$ cat config.mk
export PLATFORM = sky130hd
export DESIGN_NAME = vga_line_fetcher
export DESIGN_NICKNAME = d
export VERILOG_FILES = /design/src/rtl/vga_pkg.sv /design/src/rtl/vga_word_unpacker.sv /design/src/rtl/vga_line_fetcher.sv
export SDC_FILE = /design/constraint.sdc
export NUM_CORES = 1
export LEC_CHECK = 0
export CAP_MARGIN = 20
export CORE_MARGIN = 1.5
export CORE_UTILIZATION = 53
export CTS_BUF_LIST = sky130_fd_sc_hd__clkbuf_16
export CTS_CLUSTER_DIAMETER = 50
export CTS_CLUSTER_SIZE = 30
export DETAILED_ROUTE_END_ITERATION = 6
export PLACE_DENSITY = 0.8
export SLEW_MARGIN = 20
export SYNTH_ARGS = -nofsm -noshare
export SYNTH_HDL_FRONTEND = slang
export SYNTH_HIERARCHICAL = 1
export SYNTH_SLANG_ARGS = --single-unit
export TNS_END_PERCENT = 100
$ cat constraint.sdc
create_clock -name clk -period 3.4 [get_ports clk]
set_input_delay 1.02 -clock clk [delete_from_list [all_inputs] [get_ports clk]]
set_output_delay 1.02 -clock clk [all_outputs]
set_load 0.005 [all_outputs]
$ cat src/rtl/vga_pkg.sv
// Shared types and constants for the VGA line fetcher: fetch FSM states and
// line-buffer geometry.
package vga_pkg;

  typedef enum logic [1:0] {
    IDLE    = 2'd0,
    REQUEST = 2'd1,
    UNPACK  = 2'd2
  } fetch_state_e;

  localparam int BYTES_PER_WORD = 4;
  localparam int BANK_BYTES     = 1024;
  localparam int MAX_LINE_WORDS = 256;

endpackage

$ cat src/rtl/vga_word_unpacker.sv
// Splits one 32-bit framebuffer word into four RGB332 pixel writes on
// consecutive cycles, lowest byte first.
module vga_word_unpacker
  import vga_pkg::BYTES_PER_WORD;
(
  input  logic        clk,
  input  logic        rst_n,
  input  logic        load_i,
  input  logic        flush_i,
  input  logic [31:0] word_i,
  output logic        valid_o,
  output logic [7:0]  byte_o,
  output logic [1:0]  index_o,
  output logic        last_o
);

  logic [31:0] word_q;
  logic [1:0]  cnt_q;
  logic        active_q;

  always_ff @(posedge clk or negedge rst_n) begin
    if (!rst_n) begin
      word_q   <= '0;
      cnt_q    <= '0;
      active_q <= 1'b0;
    end else if (flush_i) begin
      active_q <= 1'b0;
      cnt_q    <= '0;
    end else if (load_i) begin
      word_q   <= word_i;
      cnt_q    <= '0;
      active_q <= 1'b1;
    end else if (active_q) begin
      word_q <= word_q >> 8;
      cnt_q  <= cnt_q + 2'd1;
      if (last_o) active_q <= 1'b0;
    end
  end

  assign valid_o = active_q;
  assign byte_o  = word_q[7:0];
  assign index_o = cnt_q;
  assign last_o  = active_q && (cnt_q == 2'(BYTES_PER_WORD - 1));

endmodule

$ cat src/rtl/vga_line_fetcher.sv
// Fetches one scan line per driver request from the framebuffer into the
// back bank of a ping-pong line buffer; handles frame restart and double scan.
module vga_line_fetcher
  import vga_pkg::fetch_state_e, vga_pkg::IDLE, vga_pkg::REQUEST, vga_pkg::UNPACK,
         vga_pkg::BYTES_PER_WORD;
#(
  parameter int BANK_BYTES = 1024
) (
  input  logic        clk,
  input  logic        reset,
  input  logic [31:0] frameBase,
  input  logic [31:0] lineStride,
  input  logic [8:0]  lineWords,
  input  logic        doubleScan,
  input  logic        lineRequest,
  input  logic        endOfFrame,
  input  logic        clearUnderrun,
  output logic        memRequest,
  output logic [31:0] memAddress,
  input  logic        memAck,
  input  logic [31:0] memReadData,
  output logic        writeEnable,
  output logic [10:0] writeAddress,
  output logic [7:0]  writeData,
  output logic        displayBank,
  output logic        busy,
  output logic        underrun
);

  localparam int MAX_WORDS = BANK_BYTES / BYTES_PER_WORD;

  fetch_state_e state_q, state_d;
  logic [31:0]  line_addr_q, line_addr_d;
  logic [31:0]  mem_addr_q, mem_addr_d;
  logic [8:0]   word_count_q, word_count_d;
  logic [8:0]   line_words_q, line_words_d;
  logic         repeat_q, repeat_d;
  logic         disp_bank_q, disp_bank_d;
  logic         fetch_bank_q, fetch_bank_d;
  logic         abort_q, abort_d;
  logic         underrun_q, underrun_d;

  logic         unp_load, unp_flush, unp_valid, unp_last;
  logic [7:0]   unp_byte;
  logic [1:0]   unp_idx;

  logic [8:0]   words_clamped;
  logic         frame_ev, swap_ev, repeat_ev, fetch_ev, launch;

  assign words_clamped = (int'(lineWords) > MAX_WORDS) ? 9'(MAX_WORDS) : lineWords;

  // endOfFrame has priority; a coincident lineRequest is dropped entirely.
  assign frame_ev  = endOfFrame;
  assign swap_ev   = lineRequest && !endOfFrame && !repeat_q;
  assign repeat_ev = lineRequest && !endOfFrame && repeat_q;
  assign fetch_ev  = frame_ev || swap_ev;

  always_comb begin
    state_d      = state_q;
    line_addr_d  = line_addr_q;
    mem_addr_d   = mem_addr_q;
    word_count_d = word_count_q;
    line_words_d = line_words_q;
    repeat_d     = repeat_q;
    disp_bank_d  = disp_bank_q;
    fetch_bank_d = fetch_bank_q;
    abort_d      = abort_q;
    underrun_d   = underrun_q;
    unp_load     = 1'b0;
    unp_flush    = 1'b0;
    launch       = 1'b0;

    if (clearUnderrun) underrun_d = 1'b0;
    if (lineRequest && !endOfFrame && (state_q != IDLE)) underrun_d = 1'b1;

    if (frame_ev) begin
      line_addr_d = frameBase;
      repeat_d    = 1'b0;
    end else if (swap_ev) begin
      disp_bank_d = !disp_bank_q;
      line_addr_d = line_addr_q + lineStride;
      repeat_d    = doubleScan;
    end else if (repeat_ev) begin
      repeat_d = 1'b0;
    end

    case (state_q)
      IDLE: begin
        if (fetch_ev) launch = 1'b1;
      end
      REQUEST: begin
        if (memAck) begin
          // A superseded request completes its handshake but its data is dropped.
          if (abort_q || fetch_ev) begin
            launch = 1'b1;
          end else begin
            unp_load = 1'b1;
            state_d  = UNPACK;
          end
        end else if (fetch_ev) begin
          abort_d = 1'b1;
        end
      end
      UNPACK: begin
        if (fetch_ev) begin
          unp_flush = 1'b1;
          launch    = 1'b1;
        end else if (unp_last) begin
          if ((word_count_q + 9'd1) < line_words_q) begin
            word_count_d = word_count_q + 9'd1;
            mem_addr_d   = mem_addr_q + 32'd4;
            state_d      = REQUEST;
          end else begin
            state_d = IDLE;
          end
        end
      end
      default: state_d = IDLE;
    endcase

    if (launch) begin
      abort_d      = 1'b0;
      word_count_d = '0;
      line_words_d = words_clamped;
      fetch_bank_d = !disp_bank_d;
      mem_addr_d   = {line_addr_d[31:2], 2'b00};
      state_d      = (words_clamped == 9'd0) ? IDLE : REQUEST;
    end
  end

  always_ff @(posedge clk or negedge reset) begin
    if (!reset) begin
      state_q      <= IDLE;
      line_addr_q  <= '0;
      mem_addr_q   <= '0;
      word_count_q <= '0;
      line_words_q <= '0;
      repeat_q     <= 1'b0;
      disp_bank_q  <= 1'b0;
      fetch_bank_q <= 1'b0;
      abort_q      <= 1'b0;
      underrun_q   <= 1'b0;
    end else begin
      state_q      <= state_d;
      line_addr_q  <= line_addr_d;
      mem_addr_q   <= mem_addr_d;
      word_count_q <= word_count_d;
      line_words_q <= line_words_d;
      repeat_q     <= repeat_d;
      disp_bank_q  <= disp_bank_d;
      fetch_bank_q <= fetch_bank_d;
      abort_q      <= abort_d;
      underrun_q   <= underrun_d;
    end
  end

  vga_word_unpacker u_unpacker (
    .clk     (clk),
    .rst_n   (reset),
    .load_i  (unp_load),
    .flush_i (unp_flush),
    .word_i  (memReadData),
    .valid_o (unp_valid),
    .byte_o  (unp_byte),
    .index_o (unp_idx),
    .last_o  (unp_last)
  );

  assign memRequest   = (state_q == REQUEST);
  assign memAddress   = mem_addr_q;
  assign busy         = (state_q != IDLE);
  assign writeEnable  = unp_valid;
  assign writeAddress = {fetch_bank_q, word_count_q[7:0], unp_idx};
  assign writeData    = unp_byte;
  assign displayBank  = disp_bank_q;
  assign underrun     = underrun_q;

endmodule

==> flow_summary.html <==
<table>
<tr><th>Metric</th><th>Value</th></tr>
<tr><th colspan="2">Setup path</th></tr>
<tr><td>Data arrival at the endpoint of the critical path</td><td>3.62 ns</td></tr>
<tr><td>Crit Path Class</td><td>in2reg</td></tr>
<tr><td>Category of the worst setup path launch point</td><td>input port</td></tr>
<tr><td>Worst R2R Start</td><td>word_count_q[0]</td></tr>
<tr><td>Required arrival time at the worst endpoint</td><td>3.70 ns</td></tr>
<tr><td>Critical path's slowest cell</td><td>clkdlybuf4s50_1</td></tr>
<tr><td>Worst r2r path cells</td><td>15</td></tr>
<tr><td>Biggest cell delay along the critical path</td><td>0.40 ns</td></tr>
<tr><td>FF-to-FF setup slack</td><td>0.19 ns</td></tr>
<tr><td>Critical Path End</td><td>memAddress[12]</td></tr>
<tr><td>Crit. Startpoint</td><td>lineStride[0]</td></tr>
<tr><td>Cells along the critical path</td><td>clkdlybuf4s50_1, ha_1, inv_1, fa_2, nor2b_2, o31a_1, o2111a_2, or3_1, a21oi_2, xor2_1, o21ai_2, mux2_2</td></tr>
<tr><td>End of the worst register-to-register path</td><td>memAddress[31]</td></tr>
<tr><td>Highest net fanout along the worst path</td><td>3</td></tr>
<tr><td>Type of element capturing the critical path</td><td>flop</td></tr>
<tr><th colspan="2">Placed design</th></tr>
<tr><td>Setup slack at placement</td><td>-0.506 ns</td></tr>
<tr><td>Port bufs</td><td>165</td></tr>
<tr><td>Detailed Place HPWL</td><td>20200 um</td></tr>
<tr><td>Number of placed instances with taps included</td><td>1385</td></tr>
<tr><td>Final estimated routing congestion in global placement</td><td>0.954</td></tr>
<tr><th colspan="2">Finish</th></tr>
<tr><td>Share of final-layout standard cells stronger than drive strength 1</td><td>0.182</td></tr>
<tr><td>Area added between synthesis and finish</td><td>37.2%</td></tr>
<tr><td>Footprint of the multi-input gates</td><td>4990 um2</td></tr>
<tr><td>Register Area</td><td>3050 um2</td></tr>
<tr><td>Number of fill cells in the layout</td><td>1187</td></tr>
<tr><td>Commonest non-fill, non-tap cell in the layout</td><td>clkdlybuf4s50_1</td></tr>
<tr><td>Cell Count, Final, Fillers Out</td><td>1422</td></tr>
<tr><td>Highest-count cells in the layout ignoring fill and taps</td><td>164 x clkdlybuf4s50_1, 122 x dfrtp_1, 118 x buf_4</td></tr>
<tr><td>Net count reported at finish</td><td>1353</td></tr>
<tr><td>N_diodes</td><td>0</td></tr>
<tr><th colspan="2">Clock network</th></tr>
<tr><td>Clock network latency to the later pin of the worst-skew pair</td><td>0.41 ns</td></tr>
<tr><td>Root buffer cell</td><td>clkbuf_16</td></tr>
<tr><td>Max H-tree Level</td><td>4</td></tr>
<tr><td>Number of clock buffers inserted by TritonCTS</td><td>17</td></tr>
<tr><td>Reg clk slew, reported paths</td><td>0.05 ns</td></tr>
<tr><td>Max Root-Sink Buffers</td><td>2</td></tr>
<tr><td>Count of clock tree sinks</td><td>122</td></tr>
<tr><td>CTS tree</td><td>built</td></tr>
<tr><th colspan="2">Synthesis</th></tr>
<tr><td>Predominant post-synthesis flop cell</td><td>dfrtp_1</td></tr>
<tr><td>Synthesized area</td><td>8540 um2</td></tr>
<tr><td>Gate count after technology mapping</td><td>960</td></tr>
<tr><td>Syn. warnings</td><td>6</td></tr>
<tr><td>Asr flop ratio synth</td><td>1.00</td></tr>
<tr><td>Post-synthesis sequential element count</td><td>122</td></tr>
<tr><td>Number of synthesized flops with an enable pin</td><td>0</td></tr>
<tr><td>Share of the yosys chip area belonging to registers</td><td>0.357</td></tr>
<tr><td>Count of cell types in the netlist</td><td>74</td></tr>
<tr><td>Post-synthesis average cell area</td><td>8.90 um2</td></tr>
<tr><th colspan="2">Timing</th></tr>
<tr><td>Min cycle time layout</td><td>3.32 ns</td></tr>
<tr><td>Slack of the critical path</td><td>0.0800 ns</td></tr>
<tr><td>Final Skew</td><td>0.00771 ns</td></tr>
<tr><td>Highest clock rate</td><td>0.301 GHz</td></tr>
<tr><td>Fraction of the cycle the final worst path needs</td><td>0.976</td></tr>
<tr><td>Hold Fails Final Rpt</td><td>0</td></tr>
<tr><td>Unrepaired setup endpoints after global routing</td><td>true</td></tr>
<tr><td>Final count of pins violating max slew</td><td>0</td></tr>
<tr><td>Total negative slack for setup checks</td><td>0 ns</td></tr>
<tr><td>Slew margin rel.</td><td>0.545</td></tr>
<tr><td>Pin slew with the least headroom to its limit</td><td>0.683 ns</td></tr>
<tr><td># setup viols final</td><td>0</td></tr>
<tr><th colspan="2">Route</th></tr>
<tr><td>Count of vias placed by the detailed router</td><td>8410</td></tr>
<tr><td>Wirelength per Cell</td><td>19.3 um</td></tr>
<tr><td>Final wirelength</td><td>27400 um</td></tr>
<tr><td>Total DRC errors in the routed layout</td><td>0</td></tr>
<tr><td>Detail-routed via count per cell</td><td>5.91</td></tr>
<tr><td>First drt pass iteration count</td><td>5</td></tr>
<tr><td>DRC violation total after the first TritonRoute iteration</td><td>656</td></tr>
<tr><td>Antenna viol nets, final</td><td>0</td></tr>
<tr><th colspan="2">Power and ir drop</th></tr>
<tr><td>NetSw</td><td>3.14 mW</td></tr>
<tr><td>Combinational power share</td><td>0.472</td></tr>
<tr><td>Sw frac</td><td>0.376</td></tr>
<tr><td>Portion of total power attributed to the clock network</td><td>0.224</td></tr>
<tr><td>Power density of the placed cells</td><td>712 nW/um2</td></tr>
<tr><td>Internal</td><td>5.21 mW</td></tr>
<tr><td>Highest ir drop seen on vdd</td><td>0.000486 V</td></tr>
<tr><td>Sequential group share of total power</td><td>0.304</td></tr>
<tr><td>Leak</td><td>5.10 nW</td></tr>
<tr><th colspan="2">Run</th></tr>
<tr><td>Total of max-cap violations</td><td>0</td></tr>
<tr><th colspan="2">Floorplanning</th></tr>
<tr><td>Num rows</td><td>46</td></tr>
<tr><td>Height of the die</td><td>130 um</td></tr>
<tr><td>Die area</td><td>16900 um2</td></tr>
<tr><td>Area of the placeable core</td><td>15800 um2</td></tr>
<tr><td>X dimension of the die</td><td>130 um</td></tr>
<tr><td>Starting density of the core</td><td>0.540</td></tr>
<tr><td># IOs</td><td>168</td></tr>
<tr><th colspan="2">Global route</th></tr>
<tr><td>Total overflow reported by the global router</td><td>0</td></tr>
<tr><td>Total global routing track utilization</td><td>0.336</td></tr>
<tr><td>Number of global-route vias before repair</td><td>8530</td></tr>
<tr><td>First-pass GRT wire length</td><td>43500 um</td></tr>
<tr><td>Number of antenna violations at the first check in global routing</td><td>0</td></tr>
<tr><td>Maximum number of pins on one net before global-route repair</td><td>50</td></tr>
<tr><th colspan="2">Outcome</th></tr>
<tr><td>Status</td><td>complete, no violations</td></tr>
<tr><th colspan="2">Worst hold path</th></tr>
<tr><td>Path category of the worst min-delay check</td><td>reg2reg</td></tr>
</table>
## cell families after synthesis
logic type / count (synthesis) / share of synthesized area
multiplexers: 21 / 0.0262
buffers and inverters: 108 / 0.0703
flip-flops: 122 / 0.357
adder cells (fa/ha/maj): 48 / 0.0712
AND/OR/NAND/NOR: 337 / 0.211
other: 1 / 0.000439
XOR/XNOR: 65 / 0.0667
AO/OA/AOI/OAI: 258 / 0.197
## worst min-delay path by stage
stage | from | end | slack, ns | cells after the start
after floorplan | line_words_q[0] | line_words_q[0] | 0.43 | 2
final | line_words_q[0] | line_words_q[0] | 0.46 | 2
after detailed placement | line_words_q[0] | line_words_q[0] | 0.45 | 2
after global routing | line_words_q[0] | line_words_q[0] | 0.50 | 2
after CTS | line_words_q[0] | line_words_q[0] | 0.47 | 2
after global placement | line_words_q[0] | line_words_q[0] | 0.45 | 2
## Yosys cell counts, types with 14 or more instances
| cell | n | share of area |
|---|---|---|
| a21o_1 | 14 | 0.012 |
| a21oi_1 | 60 | 0.035 |
| and3_1 | 29 | 0.021 |
| buf_4 | 24 | 0.021 |
| clkbuf_1 | 33 | 0.015 |
| dfrtp_1 | 122 | 0.36 |
| ha_1 | 47 | 0.069 |
| inv_1 | 30 | 0.013 |
| nand2_1 | 72 | 0.032 |
| nand3_1 | 34 | 0.020 |
| nand4_1 | 22 | 0.016 |
| nor2_1 | 64 | 0.028 |
| nor3_1 | 44 | 0.026 |
| o21ai_0 | 63 | 0.037 |
| o22ai_1 | 21 | 0.015 |
| xnor2_1 | 38 | 0.039 |
| xor2_1 | 27 | 0.028 |
## through the flow
step / util / hold WS, ns / cell area, um2 / total power, mW
after floorplan: - / 0.433 / 8540 / 4.68
after global placement: 0.695 / 0.450 / 11000 / 6.24
after detailed placement: 0.695 / 0.455 / 11000 / 6.33
after CTS: 0.734 / 0.466 / 11600 / 8.29
after global routing: 0.741 / 0.500 / 11700 / 8.88
final: 0.741 / 0.462 / 11700 / 8.34
## critical path: cells and delay by family
family / cells / cell delay, ns
adder cells (fa/ha/maj): 2 / 0.43
multiplexers: 1 / 0.26
AND/OR/NAND/NOR: 2 / 0.42
XOR/XNOR: 1 / 0.18
buffers and inverters: 2 / 0.49
AO/OA/AOI/OAI: 4 / 0.82
## layout make-up
class	instances	share of cell area
Timing Repair Buffer	290	0.229
Multi-Input combinational cell	731	0.425
Sequential cell	122	0.260
Tap cell	216	0.0231
Inverter	31	0.00993
Clock inverter	15	0.0156
Clock buffer	17	0.0363
## registers in the layout, indices dropped and copies added, names as in the netlist
register	cells
repeat_q	1
state_q	2
u_unpacker/index_o	2
abort_q	1
memAddress	30
underrun	1
fetch_bank_q	1
line_addr_q	32
word_count_q	9
u_unpacker/valid_o	1
displayBank	1
line_words_q	9
u_unpacker/word_q	32
## routing by layer
metal  up-vias  track usage  share of wire
li1       3954            -              -
met1      4048        0.427           0.41
met2       352        0.565           0.49
met3        56       0.0697          0.070
met4         0        0.130          0.030
met5         -            0              0
## timing repair
item / in CTS / in global routing
endpoints found under the setup margin: 12 / 35
resized for setup: 5 / 21
hold buffers: 0 / 0
buffers inserted: 1 / 4
pin swaps: 0 / 8
cloned: 0 / 0
## power groups by stage
stage | Sequential (mW) | Clock [mW] | Combinational (mW)
final | 2.53 | 1.87 | 3.94
after global routing | 2.59 | 1.95 | 4.34
after CTS | 2.51 | 1.88 | 3.90
after detailed placement | 2.51 | 0 | 3.82
after global placement | 2.50 | 0 | 3.74
after floorplan | 2.38 | 0 | 2.30
No activity file was read; power rests on OpenSTA's default activity.
